<file path="config.mk">
export PLATFORM = sky130hd
export DESIGN_NAME = control_mc_flat
export DESIGN_NICKNAME = d
export VERILOG_FILES = /design/src/rtl/control_pkg.sv /design/src/rtl/control_mc_if.sv /design/src/rtl/control_decode.sv /design/src/rtl/control_mc.sv /design/src/flat_wrapper.sv
export SDC_FILE = /design/constraint.sdc
export NUM_CORES = 1
export LEC_CHECK = 0
export ABC_AREA = 1
export BUFFER_PORTS_ARGS = -buffer_cell sky130_fd_sc_hd__buf_4
export CAP_MARGIN = 5
export CORE_AREA = 3 3 52 54
export DETAILED_ROUTE_END_ITERATION = 7
export DIE_AREA = 0 0 55 57
export PLACE_DENSITY = 0.73
export SYNTH_ARGS = -nofsm -noshare
export SYNTH_HDL_FRONTEND = slang
export SYNTH_SLANG_ARGS = --single-unit
</file>
<file path="constraint.sdc">
create_clock -name Clk -period 1.4 [get_ports Clk]
set_input_delay 0.07 -clock Clk [delete_from_list [all_inputs] [get_ports Clk]]
set_output_delay 0.07 -clock Clk [all_outputs]
set_load 0.05 [all_outputs]
</file>
<file path="src/rtl/control_pkg.sv">
// Shared encodings for the multi-cycle control unit: FSM states, opcodes,
// instruction classes, ALU/immediate-extension codes and the latched decode record.
package control_pkg;

   typedef enum logic [2:0] {
      S_RST  = 3'd0,
      FETCH  = 3'd1,
      DECODE = 3'd2,
      EXEC   = 3'd3,
      MEM    = 3'd4,
      WB     = 3'd5
   } state_e;

   localparam logic [5:0] OP_RTYPE = 6'b100000;
   localparam logic [5:0] OP_LI    = 6'b111000;
   localparam logic [5:0] OP_LUI   = 6'b111001;
   localparam logic [5:0] OP_ADDI  = 6'b110000;
   localparam logic [5:0] OP_ANDI  = 6'b110010;
   localparam logic [5:0] OP_ORI   = 6'b110011;
   localparam logic [5:0] OP_B     = 6'b111111;
   localparam logic [5:0] OP_BEQ   = 6'b000000;
   localparam logic [5:0] OP_BNE   = 6'b000001;
   localparam logic [5:0] OP_LB    = 6'b000011;
   localparam logic [5:0] OP_LW    = 6'b001111;
   localparam logic [5:0] OP_SB    = 6'b000111;
   localparam logic [5:0] OP_SW    = 6'b011111;

   typedef enum logic [2:0] {
      CL_ILL = 3'd0,
      CL_R   = 3'd1,
      CL_IMM = 3'd2,
      CL_BR  = 3'd3,
      CL_LD  = 3'd4,
      CL_ST  = 3'd5
   } cls_e;

   typedef enum logic [1:0] {
      BR_NONE   = 2'd0,
      BR_ALWAYS = 2'd1,
      BR_EQ     = 2'd2,
      BR_NE     = 2'd3
   } br_e;

   localparam logic [3:0] ALU_ADD = 4'b0000;
   localparam logic [3:0] ALU_SUB = 4'b0001;
   localparam logic [3:0] ALU_AND = 4'b0010;
   localparam logic [3:0] ALU_OR  = 4'b0011;

   localparam logic [1:0] IMM_SEXT     = 2'b00;
   localparam logic [1:0] IMM_ZEXT     = 2'b01;
   localparam logic [1:0] IMM_HI       = 2'b10;
   localparam logic [1:0] IMM_SEXT_SH2 = 2'b11;

   typedef struct packed {
      cls_e       cls;
      br_e        br;
      logic [3:0] alu_func;
      logic [1:0] imm_ext;
      logic       rf_b_sel;
      logic       byte_op;
   } dec_t;

   localparam dec_t DEC_ILL = '{cls: CL_ILL, br: BR_NONE, alu_func: ALU_ADD,
                                imm_ext: IMM_SEXT, rf_b_sel: 1'b0, byte_op: 1'b0};

   function automatic logic br_taken(input br_e br, input logic zero);
      case (br)
         BR_ALWAYS: br_taken = 1'b1;
         BR_EQ:     br_taken = zero;
         BR_NE:     br_taken = ~zero;
         default:   br_taken = 1'b0;
      endcase
   endfunction

endpackage

</file>
<file path="src/rtl/control_mc_if.sv">
// Control-to-datapath bundle: IR/flag inputs into the controller and every
// datapath/register-file control it drives.
interface control_mc_if;
   logic [31:0] Instr;
   logic        Zero;
   logic        PC_LdEn;
   logic        PC_sel;
   logic        IR_LdEn;
   logic        AB_LdEn;
   logic        RF_B_sel;
   logic        RF_WrEn;
   logic        RF_WrData_sel;
   logic        ALU_Bin_sel;
   logic [3:0]  ALU_func;
   logic [1:0]  ImmExt;
   logic        MEM_WrEn;
   logic        ByteOp;

   modport master (
      input  Instr, Zero,
      output PC_LdEn, PC_sel, IR_LdEn, AB_LdEn, RF_B_sel, RF_WrEn,
             RF_WrData_sel, ALU_Bin_sel, ALU_func, ImmExt, MEM_WrEn, ByteOp
   );

   modport slave (
      output Instr, Zero,
      input  PC_LdEn, PC_sel, IR_LdEn, AB_LdEn, RF_B_sel, RF_WrEn,
             RF_WrData_sel, ALU_Bin_sel, ALU_func, ImmExt, MEM_WrEn, ByteOp
   );
endinterface

</file>
<file path="src/rtl/control_decode.sv">
// Combinational instruction decode: opcode/func to class, branch kind,
// ALU operation, immediate extension, second read-address select and byte flag.
module control_decode
   import control_pkg::*;
#(
   parameter int OPW = 6,
   parameter int FNW = 6
) (
   input  logic [OPW-1:0] opcode_i,
   input  logic [FNW-1:0] func_i,
   output dec_t           dec_o
);

   logic unused_func;
   assign unused_func = ^func_i[FNW-1:4];

   always_comb begin
      dec_o = DEC_ILL;
      case (opcode_i)
         OP_RTYPE: begin
            dec_o.cls      = CL_R;
            dec_o.alu_func = func_i[3:0];
         end
         OP_LI, OP_ADDI: begin
            dec_o.cls      = CL_IMM;
            dec_o.rf_b_sel = 1'b1;
         end
         OP_LUI: begin
            dec_o.cls      = CL_IMM;
            dec_o.imm_ext  = IMM_HI;
            dec_o.rf_b_sel = 1'b1;
         end
         OP_ANDI, OP_ORI: begin
            dec_o.cls      = CL_IMM;
            dec_o.alu_func = (opcode_i == OP_ANDI) ? ALU_AND : ALU_OR;
            dec_o.imm_ext  = IMM_ZEXT;
            dec_o.rf_b_sel = 1'b1;
         end
         OP_B, OP_BEQ, OP_BNE: begin
            dec_o.cls      = CL_BR;
            dec_o.br       = (opcode_i == OP_B)   ? BR_ALWAYS :
                             (opcode_i == OP_BEQ) ? BR_EQ : BR_NE;
            dec_o.alu_func = ALU_SUB;
            dec_o.imm_ext  = IMM_SEXT_SH2;
            dec_o.rf_b_sel = 1'b1;
         end
         OP_LB, OP_LW: begin
            dec_o.cls     = CL_LD;
            dec_o.byte_op = (opcode_i == OP_LB);
         end
         OP_SB, OP_SW: begin
            dec_o.cls      = CL_ST;
            dec_o.byte_op  = (opcode_i == OP_SB);
            dec_o.rf_b_sel = 1'b1;
         end
         default: dec_o = DEC_ILL;
      endcase
   end

endmodule

</file>
<file path="src/rtl/control_mc.sv">
// Multi-cycle control FSM for the datapath and register file; sole source of RF WrEn.
//   state  | meaning
//   S_RST  | held in reset, all controls low
//   FETCH  | load IR
//   DECODE | latch A/B and decode; illegal opcode retires as a nop
//   EXEC   | ALU operation; branches resolve and retire here
//   MEM    | data memory access; stores retire here
//   WB     | register-file write, PC advance
module control_mc
   import control_pkg::*;
#(
   parameter int OPW = 6,
   parameter int FNW = 6
) (
   input  logic         Clk,
   input  logic         Rst,
   control_mc_if.master bus
);

   state_e state_q;
   dec_t   dec_q;
   dec_t   dec_live;

   logic unused_instr;
   assign unused_instr = ^bus.Instr[31-OPW:FNW];

   control_decode #(.OPW(OPW), .FNW(FNW)) u_decode (
      .opcode_i (bus.Instr[31 -: OPW]),
      .func_i   (bus.Instr[FNW-1:0]),
      .dec_o    (dec_live)
   );

   always_ff @(posedge Clk) begin
      if (Rst) begin
         state_q <= S_RST;
         dec_q   <= DEC_ILL;
      end else begin
         case (state_q)
            S_RST:  state_q <= FETCH;
            FETCH:  state_q <= DECODE;
            DECODE: begin
               dec_q   <= dec_live;
               state_q <= (dec_live.cls == CL_ILL) ? FETCH : EXEC;
            end
            EXEC: begin
               case (dec_q.cls)
                  CL_R, CL_IMM: state_q <= WB;
                  CL_LD, CL_ST: state_q <= MEM;
                  default:      state_q <= FETCH;
               endcase
            end
            MEM:     state_q <= (dec_q.cls == CL_ST) ? FETCH : WB;
            WB:      state_q <= FETCH;
            default: state_q <= S_RST;
         endcase
      end
   end

   always_comb begin
      bus.PC_LdEn       = 1'b0;
      bus.PC_sel        = 1'b0;
      bus.IR_LdEn       = 1'b0;
      bus.AB_LdEn       = 1'b0;
      bus.RF_B_sel      = 1'b0;
      bus.RF_WrEn       = 1'b0;
      bus.RF_WrData_sel = 1'b0;
      bus.ALU_Bin_sel   = 1'b0;
      bus.ALU_func      = ALU_ADD;
      bus.ImmExt        = IMM_SEXT;
      bus.MEM_WrEn      = 1'b0;
      bus.ByteOp        = 1'b0;
      case (state_q)
         FETCH: bus.IR_LdEn = 1'b1;
         DECODE: begin
            // IR was loaded on the edge into DECODE, so only the live decode is current here
            bus.AB_LdEn  = 1'b1;
            bus.RF_B_sel = dec_live.rf_b_sel;
            bus.PC_LdEn  = (dec_live.cls == CL_ILL);
         end
         EXEC: begin
            bus.ALU_func    = dec_q.alu_func;
            bus.ImmExt      = dec_q.imm_ext;
            bus.RF_B_sel    = dec_q.rf_b_sel;
            bus.ALU_Bin_sel = (dec_q.cls == CL_IMM) || (dec_q.cls == CL_LD) ||
                              (dec_q.cls == CL_ST);
            if (dec_q.cls == CL_BR) begin
               bus.PC_LdEn = 1'b1;
               bus.PC_sel  = br_taken(dec_q.br, bus.Zero);
            end
         end
         MEM: begin
            bus.ByteOp   = dec_q.byte_op;
            bus.RF_B_sel = dec_q.rf_b_sel;
            if (dec_q.cls == CL_ST) begin
               bus.MEM_WrEn = 1'b1;
               bus.PC_LdEn  = 1'b1;
            end
         end
         WB: begin
            bus.RF_WrEn       = 1'b1;
            bus.RF_WrData_sel = (dec_q.cls == CL_LD);
            bus.RF_B_sel      = dec_q.rf_b_sel;
            bus.PC_LdEn       = 1'b1;
         end
         default: ;
      endcase
   end

endmodule

</file>
<file path="src/flat_wrapper.sv">
// flat-port wrapper written by rule: the top's interface ports become plain ports
module control_mc_flat import control_pkg::*;
#(
   parameter int OPW = 6,
   parameter int FNW = 6
)
  (Clk, Rst, bus_Instr, bus_Zero, bus_PC_LdEn, bus_PC_sel, bus_IR_LdEn, bus_AB_LdEn, bus_RF_B_sel, bus_RF_WrEn, bus_RF_WrData_sel, bus_ALU_Bin_sel, bus_ALU_func, bus_ImmExt, bus_MEM_WrEn, bus_ByteOp);
  control_mc_if bus_i ();
  input  logic Clk;
  input  logic Rst;
  input wire logic [$bits(bus_i.Instr)-1:0] bus_Instr;
  input wire logic [$bits(bus_i.Zero)-1:0] bus_Zero;
  output wire logic [$bits(bus_i.PC_LdEn)-1:0] bus_PC_LdEn;
  output wire logic [$bits(bus_i.PC_sel)-1:0] bus_PC_sel;
  output wire logic [$bits(bus_i.IR_LdEn)-1:0] bus_IR_LdEn;
  output wire logic [$bits(bus_i.AB_LdEn)-1:0] bus_AB_LdEn;
  output wire logic [$bits(bus_i.RF_B_sel)-1:0] bus_RF_B_sel;
  output wire logic [$bits(bus_i.RF_WrEn)-1:0] bus_RF_WrEn;
  output wire logic [$bits(bus_i.RF_WrData_sel)-1:0] bus_RF_WrData_sel;
  output wire logic [$bits(bus_i.ALU_Bin_sel)-1:0] bus_ALU_Bin_sel;
  output wire logic [$bits(bus_i.ALU_func)-1:0] bus_ALU_func;
  output wire logic [$bits(bus_i.ImmExt)-1:0] bus_ImmExt;
  output wire logic [$bits(bus_i.MEM_WrEn)-1:0] bus_MEM_WrEn;
  output wire logic [$bits(bus_i.ByteOp)-1:0] bus_ByteOp;
  assign bus_i.Instr = bus_Instr;
  assign bus_i.Zero = bus_Zero;
  assign bus_PC_LdEn = bus_i.PC_LdEn;
  assign bus_PC_sel = bus_i.PC_sel;
  assign bus_IR_LdEn = bus_i.IR_LdEn;
  assign bus_AB_LdEn = bus_i.AB_LdEn;
  assign bus_RF_B_sel = bus_i.RF_B_sel;
  assign bus_RF_WrEn = bus_i.RF_WrEn;
  assign bus_RF_WrData_sel = bus_i.RF_WrData_sel;
  assign bus_ALU_Bin_sel = bus_i.ALU_Bin_sel;
  assign bus_ALU_func = bus_i.ALU_func;
  assign bus_ImmExt = bus_i.ImmExt;
  assign bus_MEM_WrEn = bus_i.MEM_WrEn;
  assign bus_ByteOp = bus_i.ByteOp;
  control_mc #(.OPW(OPW), .FNW(FNW)) u_core (.Clk(Clk), .Rst(Rst), .bus(bus_i));
endmodule
</file>
==> impl_metrics.csv <==
group,metric,value,unit
outcome,outcome,"finished, violations left",
outcome,violations,"negative setup slack",
critical_path,crit_arrival,1600,ps
timing,final-setup-viol-count,22,
floorplanning,ios,51,
critical_path,start_kind,"flop",
timing,fin_hold_ws,36.3,ps
drt,vias,1293,
logic_synthesis,synth_area_leaders,"dfxtp_1, nand2_1, inv_1",
final_layout,seq_area,327,µm²
final_layout,area_delta_synth_final,86.5,%
drt,drc,0,
critical_path,r2r_cells,9,
critical_path,cp-end-kind,"output pin",
drt,vias_per_cell,5.34,
worst_hold_path,hold_start,"Rst",
clock_tree,cts_root_buf,"clkbuf_4",
logic_synthesis,yosysTopAreaCellShare,0.327,
run,maxCapViolCount,0,
critical_path,r2r-end,"u_core.dec_q[11]$_SDFFE_PP0P_",
clock_tree,clkTransAtPathRegs,90,ps
timing,slew_headroom,0.786,
logic_synthesis,ys_warn_count,0,
grt,grt_pass1_vias,1179,
timing,fin_ws,-273,ps
critical_path,path_class,"reg -> out",
timing,hold_violations,0,
placement,place_inst,223,
clock_tree,cts_buffers,3,
clock_tree,cts_hold_buffers,0,
clock_tree,cts_tree,"done",
power,leakagePower,0.823,nW
placement,port_buffers,28,
grt,antenna_found_initial,0,
drt,avgRoutedWirePerCell,14.7,µm
placement,place_area,1360,µm²
timing,fin_crit,1670,ps
grt,grt_overflow,0,
final_layout,final_nets,251,
timing,finClkSkew,4.50,ps
timing,slew_violations,0,
critical_path,r2r_slack,-220,ps
clock_tree,clkLatencyLatePin,280,ps
final_layout,multi_input_area,749,µm²
logic_synthesis,ys_ff_latch,16,
drt,drt_wl_total,3550,µm
floorplanning,die_w,55,µm
logic_synthesis,yosys.area.top_type,"dfxtp_1",
grt,track_usage,0.218,
floorplanning,core,2250,µm²
placement,routabilityCongestion,0.776,
floorplanning,rows,17,
worst_hold_path,hold_path.class,"in -> reg",
logic_synthesis,synth_cell_types,27,
placement,post-place-ws,22.1,ps
grt,grt_pass1_wl,5110,µm
floorplanning,start_util,0.435,
final_layout,design_area,1830,µm²
final_layout,diodes,0,
timing,timing.fmax,598,MHz
power,cellPowerDensity,632,nW/µm²
clock_tree,clock-sinks,16,
timing,worst_pin_slew,320,ps
drt,drt_iter0_markers,53,
clock_tree,cts.path.max_buffers,2,
logic_synthesis,syn_inst,155,
logic_synthesis,syn_area,981,µm²
drt,drtPass1Iterations,4,
placement,hpwl,2200,µm
worst_hold_path,hold_depth,2,
grt,grt_max_degree,13,
power,vdd_ir_drop_max,723,µV
worst_hold_path,min_to,"u_core.dec_q[2]$_SDFFE_PP0P_",
critical_path,timing.rr.start,"u_core.state_q[2]$_SDFF_PP0_",
timing,rsz0062_at_grt,"true",
critical_path,cp_max_fo,4,
floorplanning,die_area,3140,µm²
floorplanning,dieHeight,57,µm
power,total_power,1.16,mW
clock_tree,htreeDepth,1,
logic_synthesis,syn_avg_cell_area,6.33,µm²
final_layout,drive_gt1_frac,0.505,
logic_synthesis,ys_seq_area_frac,0.327,
final_layout,final_util,0.811,
final_layout,n_fill_cell,140,
logic_synthesis,syn-num-nets,191,
drt,drtAntennaViolNets,0,
critical_path,cp_data_required_time,1330,ps
timing,fin_tns_setup,-2460,ps
timing,fin_crit_sh,1.20,
final_layout,instances_no_fill,242,
==> routing by layer <==
metal / part of all wire / global-route usage
met1: 0.37 / 0.254
met2: 0.56 / 0.402
met3: 0.042 / 0.0235
met4: 0.026 / 0.0590
met5: 0 / 0
==> cells by family (layout without fill, tap and decap cells) <==
kind of cell / Yosys count / in the layout / share of synthesized area
compound gates: 30 / 30 / 0.177
flops: 16 / 16 / 0.327
buf+inv: 30 / 89 / 0.126
simple gates: 77 / 77 / 0.348
xor+xnor: 1 / 1 / 0.00893
fa+ha+maj: 1 / 1 / 0.0128
==> worst max-delay path by stage <==
| stage | from | to | slack, ps | cells past startpoint |
|---|---|---|---|---|
| final | u_core.dec_q[12]$_SDFFE_PP0P_ | bus_PC_LdEn | -270 | 7 |
| after global routing | u_core.dec_q[12]$_SDFFE_PP0P_ | bus_PC_LdEn | -360 | 7 |
| after CTS | u_core.state_q[1]$_SDFF_PP0_ | bus_RF_B_sel | -170 | 5 |
| after detailed placement | u_core.state_q[2]$_SDFF_PP0_ | bus_RF_B_sel | 20 | 6 |
| after global placement | u_core.state_q[2]$_SDFF_PP0_ | bus_RF_B_sel | 50 | 6 |
| after floorplan | u_core.state_q[2]$_SDFF_PP0_ | bus_PC_LdEn | -210 | 6 |
==> cell usage in the layout (no fill, tap or decap), drive strengths merged <==
cell / n
and2: 1
ha: 1
inv: 27
nor4: 1
a21oi: 11
nand2: 31
a31oi: 3
a31o: 1
o211ai: 1
a41oi: 1
a21boi: 1
xnor2: 1
a211oi: 3
nor3: 2
clkbuf: 4
or2: 1
nand4: 4
buf: 58
nand3: 11
nor2: 26
dfxtp: 16
o21ai: 9
==> Yosys cell counts <==
cell type  count
nor2_1        25
nand2_1       31
nor3_4         1
nand3_1       10
nor3_1         1
o21ai_0        9
xnor2_1        1
nand4_1        4
o211ai_1       1
or2_2          1
a211oi_1       3
inv_1         25
a31o_2         1
and2_1         1
a21oi_1       11
nor4_1         1
inv_2          2
a31oi_1        3
nand3_2        1
a41oi_1        1
clkbuf_1       1
a21boi_0       1
nor2_2         1
dfxtp_1       16
buf_6          1
buf_4          1
ha_1           1
==> final cells by class <==
cell class                      count  share of cell area
Clock buffer                        4              0.0198
Inverter                           27              0.0609
Multi-Input combinational cell    109               0.410
Sequential cell                    16               0.179
Tap cell                           28              0.0192
Timing Repair Buffer               58               0.312
==> state kept, by name, indices dropped and copies added, names as in the netlist <==
register,count
u_core.dec_q,13
u_core.state_q,3
==> critical path, stage by stage, from the launching register on <==
cell and delay (ps):
dfxtp_1 430, inv_1 120, nand3_1 140, nor2_4 50
nor3_1 230, buf_4 160, a21boi_4 50, buf_6 150
==> where the power goes <==
part	switching [mW]	leakage, nW	internal (mW)
Clock	0.147	0.0210	0.158
Combinational	0.198	0.670	0.146
Sequential	0.0254	0.132	0.481
Total	0.371	0.823	0.785
==> timing repair <==
action | CTS | global route
setup endpoints to repair | 14 | 23
resized for setup | 38 | 53
pin swaps | 3 | 11
buffers inserted | 5 | 13
cloned | 1 | 0
(Power assumes the default switching activity.)
